File: src/rtl/dmux4x32_buf.sv
// dmux4x32_buf
// Buffered 1-to-4 word demultiplexer. A single producer presents a word on
// 'a' with a destination select 's'; the word is queued in one of four
// independent circular FIFOs, each drained by its own valid/ready consumer.
//
// Ports:
//   clk      - clock, all state updates on rising edge
//   clrn     - asynchronous active-low reset (clears pointers, counts, storage)
//   a        - input word
//   s        - destination select (0..3 -> y0..y3)
//   a_valid  - producer has a word on a/s
//   a_ready  - selected destination FIFO has room
//   y0..y3   - head word of each destination FIFO
//   y_valid  - bit i set when FIFO i is non-empty
//   y_ready  - bit i: consumer i takes yi this cycle
//   busy     - any FIFO non-empty
module dmux4x32_buf #(
    parameter int WIDTH = 32,
    parameter int DEPTH = 2
) (
    input  logic             clk,
    input  logic             clrn,
    input  logic [WIDTH-1:0] a,
    input  logic [1:0]       s,
    input  logic             a_valid,
    output logic             a_ready,
    output logic [WIDTH-1:0] y0,
    output logic [WIDTH-1:0] y1,
    output logic [WIDTH-1:0] y2,
    output logic [WIDTH-1:0] y3,
    output logic [3:0]       y_valid,
    input  logic [3:0]       y_ready,
    output logic             busy
);

    localparam int PTR_W = (DEPTH > 1) ? $clog2(DEPTH) : 1;
    localparam int CNT_W = PTR_W + 1;
    localparam logic [CNT_W-1:0] FULL_CNT = CNT_W'(DEPTH);

    logic [WIDTH-1:0] mem_q    [4][DEPTH];
    logic [WIDTH-1:0] mem_d    [4][DEPTH];
    logic [PTR_W-1:0] wr_ptr_q [4];
    logic [PTR_W-1:0] wr_ptr_d [4];
    logic [PTR_W-1:0] rd_ptr_q [4];
    logic [PTR_W-1:0] rd_ptr_d [4];
    logic [CNT_W-1:0] count_q  [4];
    logic [CNT_W-1:0] count_d  [4];

    logic             push;
    logic [3:0]       push_sel;
    logic [3:0]       pop;

    // Handshake decode. a_ready looks only at the registered count of the
    // selected FIFO, so a full FIFO being popped this cycle still refuses
    // the push; this keeps y_ready out of the a_ready path.
    always_comb begin
        a_ready  = (count_q[s] != FULL_CNT);
        push     = a_valid & a_ready;
        push_sel = push ? (4'b0001 << s) : 4'b0000;
        for (int i = 0; i < 4; i++) begin
            y_valid[i] = (count_q[i] != '0);
        end
        pop  = y_valid & y_ready;
        busy = |y_valid;
    end

    // Heads are read straight from storage at the read pointer; when a FIFO
    // is empty this shows a stale entry, which consumers ignore.
    always_comb begin
        y0 = mem_q[0][rd_ptr_q[0]];
        y1 = mem_q[1][rd_ptr_q[1]];
        y2 = mem_q[2][rd_ptr_q[2]];
        y3 = mem_q[3][rd_ptr_q[3]];
    end

    // Next-state for all four FIFOs. A simultaneous push and pop on the same
    // FIFO advances both pointers and leaves the count unchanged.
    always_comb begin
        mem_d    = mem_q;
        wr_ptr_d = wr_ptr_q;
        rd_ptr_d = rd_ptr_q;
        count_d  = count_q;
        for (int i = 0; i < 4; i++) begin
            if (push_sel[i]) begin
                mem_d[i][wr_ptr_q[i]] = a;
                wr_ptr_d[i]           = wr_ptr_q[i] + PTR_W'(1);
            end
            if (pop[i]) begin
                rd_ptr_d[i] = rd_ptr_q[i] + PTR_W'(1);
            end
            case ({push_sel[i], pop[i]})
                2'b10:   count_d[i] = count_q[i] + CNT_W'(1);
                2'b01:   count_d[i] = count_q[i] - CNT_W'(1);
                default: count_d[i] = count_q[i];
            endcase
        end
    end

    // State registers. Reset also clears storage so every head reads zero.
    always_ff @(posedge clk or negedge clrn) begin
        if (!clrn) begin
            for (int i = 0; i < 4; i++) begin
                wr_ptr_q[i] <= '0;
                rd_ptr_q[i] <= '0;
                count_q[i]  <= '0;
                for (int j = 0; j < DEPTH; j++) begin
                    mem_q[i][j] <= '0;
                end
            end
        end else begin
            for (int i = 0; i < 4; i++) begin
                wr_ptr_q[i] <= wr_ptr_d[i];
                rd_ptr_q[i] <= rd_ptr_d[i];
                count_q[i]  <= count_d[i];
                for (int j = 0; j < DEPTH; j++) begin
                    mem_q[i][j] <= mem_d[i][j];
                end
            end
        end
    end

endmodule

File: config.mk
export PLATFORM = sky130hd
export DESIGN_NAME = dmux4x32_buf
export DESIGN_NICKNAME = d
export VERILOG_FILES = /design/src/rtl/dmux4x32_buf.sv
export SDC_FILE = /design/constraint.sdc
export NUM_CORES = 1
export LEC_CHECK = 0
export ABC_CLOCK_PERIOD_IN_PS = 1900
export CORE_ASPECT_RATIO = 1.25
export CORE_MARGIN = 1.5
export CORE_UTILIZATION = 55
export CTS_CLUSTER_SIZE = 12
export DETAILED_ROUTE_END_ITERATION = 16
export GPL_TIMING_DRIVEN = 0
export PLACE_DENSITY = 0.81
export SLEW_MARGIN = 30
export SYNTH_ARGS = -nofsm -noshare
export SYNTH_HDL_FRONTEND = slang
export SYNTH_SLANG_ARGS = --single-unit
File: constraint.sdc
create_clock -name clk -period 1.9 [get_ports clk]
set_clock_uncertainty 0.1 [all_clocks]
set_input_delay 0.19 -clock clk [delete_from_list [all_inputs] [get_ports clk]]
set_output_delay 0.19 -clock clk [all_outputs]
set_load 0.1 [all_outputs]
==> impl_metrics.ini <==
[worst_setup_path]
start_kind = flop
worstPathRequired_ns = 1.61
cpPeakStageDelay_ns = 0.53
path_delay_family = simple AND/OR/NAND/NOR gates
critical_path_arrival_ns = 1.91
rr_startpoint = count_q[5]
r2r_end = mem_q[169]
slowest_stage = or4_4
path_cells = or2_4 > or4_4 > buf_12
r2r_cells = 5
cp-end-kind = output pin
path_max_fanout = 3
r2r_slack_ns = -0.04
cp_num_buf_inv = 1
criticalPathCategory = reg -> out

[floorplan]
die_area_um2 = 22630
io_pins = 175
die_w_um = 134.9
die_h_um = 167.8
rows = 60
coreArea_um2 = 21400
start_util_pct = 55.87

[timing]
whs_ns = 0.1169
fmax_ghz = 0.4541
slew_headroom_pct = 63.92
hold_viol = 0
grt_setup_unrepaired = yes
setup_viol = 159
maxSlewViolCount = 0
worst_slew_pin_slew_ns = 0.5412
fin_crit_ns = 2.202
fin_tns_setup_ns = -21.43
setup_slack_ns = -0.3023
post-route-period-util_pct = 115.9

[routing]
first_pass_iters = 4
drc = 0
drtIter0Drc = 255
antenna_left = 0
routed-via-count = 7363
postRouteWirelength_um = 32080
wl_per_cell_um = 24.73
viasPerCell = 5.677

[global_route]
top_usage_layer = met2
grt_pass1_vias = 7759
grt_max_degree = 77
antenna_found_initial = 0
grt.total_usage_pct = 25.20
use_met2_pct = 43.68
grt_pass1_wl_um = 44000
gr-usage-met3_pct = 4.697
grt_overflow = 0
met1_usage_pct = 32.47

[logic_synthesis]
ys_dominant_reg_cell = dfrtp_1
synthDistinctLibCells = 26
syn-cell-area_um2 = 11950
syn_inst = 760
synth_warnings = 0
ys_ff_latch = 272
synthArstFlopShare_pct = 100.0
synth.net_count = 805
ys_seq_area_share_pct = 56.94
synth_edf_count = 0
syn_area_per_cell_um2 = 15.73

[cells_and_area]
final_cell_count_no_fill = 1297
fin_util_pct = 80.37
syn2layout_area_growth_pct = 43.86
drive_above_1_share_pct = 64.54
nNetsFinal = 1055
final.fill_count = 1130
diodes = 0

[run_status]
outcome = complete, but fails checks
failed_checks = negative setup slack

[clock_tree]
tritoncts = done
clock_latency_ns = 0.53
cts.sinks = 272
clk_pin_slew_ns = 0.06
cts.path.max_buffers = 3
cts_made_buffers = 27
h-tree-depth = 1
cts_root_buf = clkbuf_16

[placed_design]
placed_cells = 1214
gp_congestion = 0.7494
port_buffers = 172
dp_hpwl_um = 17640

[worst_hold_path]
min_path_type = in -> async

[run]
maxCapViolCount = 0
-- cells by family after synthesis --
kind of cell,after synthesis,synth area share (%)
adders and majority gates,4,0.4187
and+or+nand+nor,35,1.947
xor gates and xnor gates,20,1.465
DFF,272,56.94
buffers and inverters,44,1.895
muxes,385,37.34
-- area by class of cell --
type | count | area, um^2 | share of cell area (%)
well taps | 279 | 349.1 | 2.030
plain buffers | 35 | 478.0 | 2.779
multi-input cells | 444 | 5280 | 30.70
flip-flops and latches | 272 | 6813 | 39.62
repair buffers | 230 | 3503 | 20.37
clock buffers | 37 | 773.2 | 4.497
-- through the flow --
| stage | cell area (um^2) | setup WS [ns] |
|---|---|---|
| 2_1_floorplan | 11970 | 0.06472 |
| 3_3_place_gp | 14040 | -11.01 |
| 3_5_place_dp | 14120 | -1.250 |
| 4_1_cts | 15680 | -0.3067 |
| 5_1_grt | 17200 | -0.3365 |
| 6_report | 17200 | -0.3023 |
-- worst max path at each step --
stage | start | end | slack, ns | depth (start not counted)
6_report | count_q[0] | busy | -0.30 | 3
5_1_grt | count_q[1] | busy | -0.34 | 3
3_3_place_gp | clrn | mem_q[54] | -11.01 | 1
4_1_cts | count_q[3] | busy | -0.31 | 3
2_1_floorplan | count_q[4] | busy | 0.06 | 2
3_5_place_dp | rd_ptr_q[1] | y2[0] | -1.25 | 4
-- worst register-to-register path, stage by stage (launching register included) --
cell	delay (ns)
dfrtp_1	0.40
buf_6	0.13
nor2b_4	0.14
or4_4	0.54
clkbuf_16	0.22
mux2_4	0.30
-- synth_stat cells (4+ instances only) --
library cell  count  area, um^2
mux2_1            5       56.30
nor2_1            6       22.52
clkbuf_1         17       63.81
dfrtp_1         272        6807
xnor2_1          12       105.1
buf_2            22       110.1
ha_1              4       50.05
mux2_2          349        3930
nand2b_1          4       25.02
buf_6             4       45.04
and2_1            4       25.02
or2_2             4       25.02
mux2_4           30       450.4
xor2_1            8       70.07
-- layer usage --
metal / vias up / routed length [um]
met5: - / 0
met4: 0 / 1034
met3: 71 / 1456
met2: 183 / 16830
met1: 3900 / 12750
li1: 3209 / -
-- cell usage in the layout, fill, tap and decap left out, types with 2 or more instances in the layout --
cell             count
nor2_1               5
dfrtp_1            267
clkdlybuf4s50_1     37
dlygate4sd3_1        3
buf_6               54
mux2_1               5
nand4b_1             2
xnor2_1             12
buf_2                9
nand2b_1             3
nand4_1              3
mux2_4             110
or2_4                4
mux2_2             269
clkbuf_1             4
dfrtp_2              5
buf_16               3
buf_12             100
buf_8                9
ha_1                 4
nor2b_4              2
clkbuf_16           46
xor2_1               8
clkbuf_8             6
nand3_1              2
buf_4               22
and2_1               4
clkbuf_4             9
or4_4                2
nor4b_4              2
-- timing repair --
item / CTS / global route
hold buffers: 3 / 0
endpoints found under the setup margin: 289 / 362
gates resized for setup: 961 / 341
cloned: 5 / 12
pin swaps: 6 / 3
setup buffers: 16 / 20
endpoints found under the hold margin: 139 / 0
-- sequential cells by signal (all words and copies together) (netlist names) --
name and cells:
wr_ptr_q 4, mem_q 256, rd_ptr_q 4, count_q 8
Power is not shown: default switching activity piles up to over one toggle a cycle in this logic, so the estimate is an artifact.
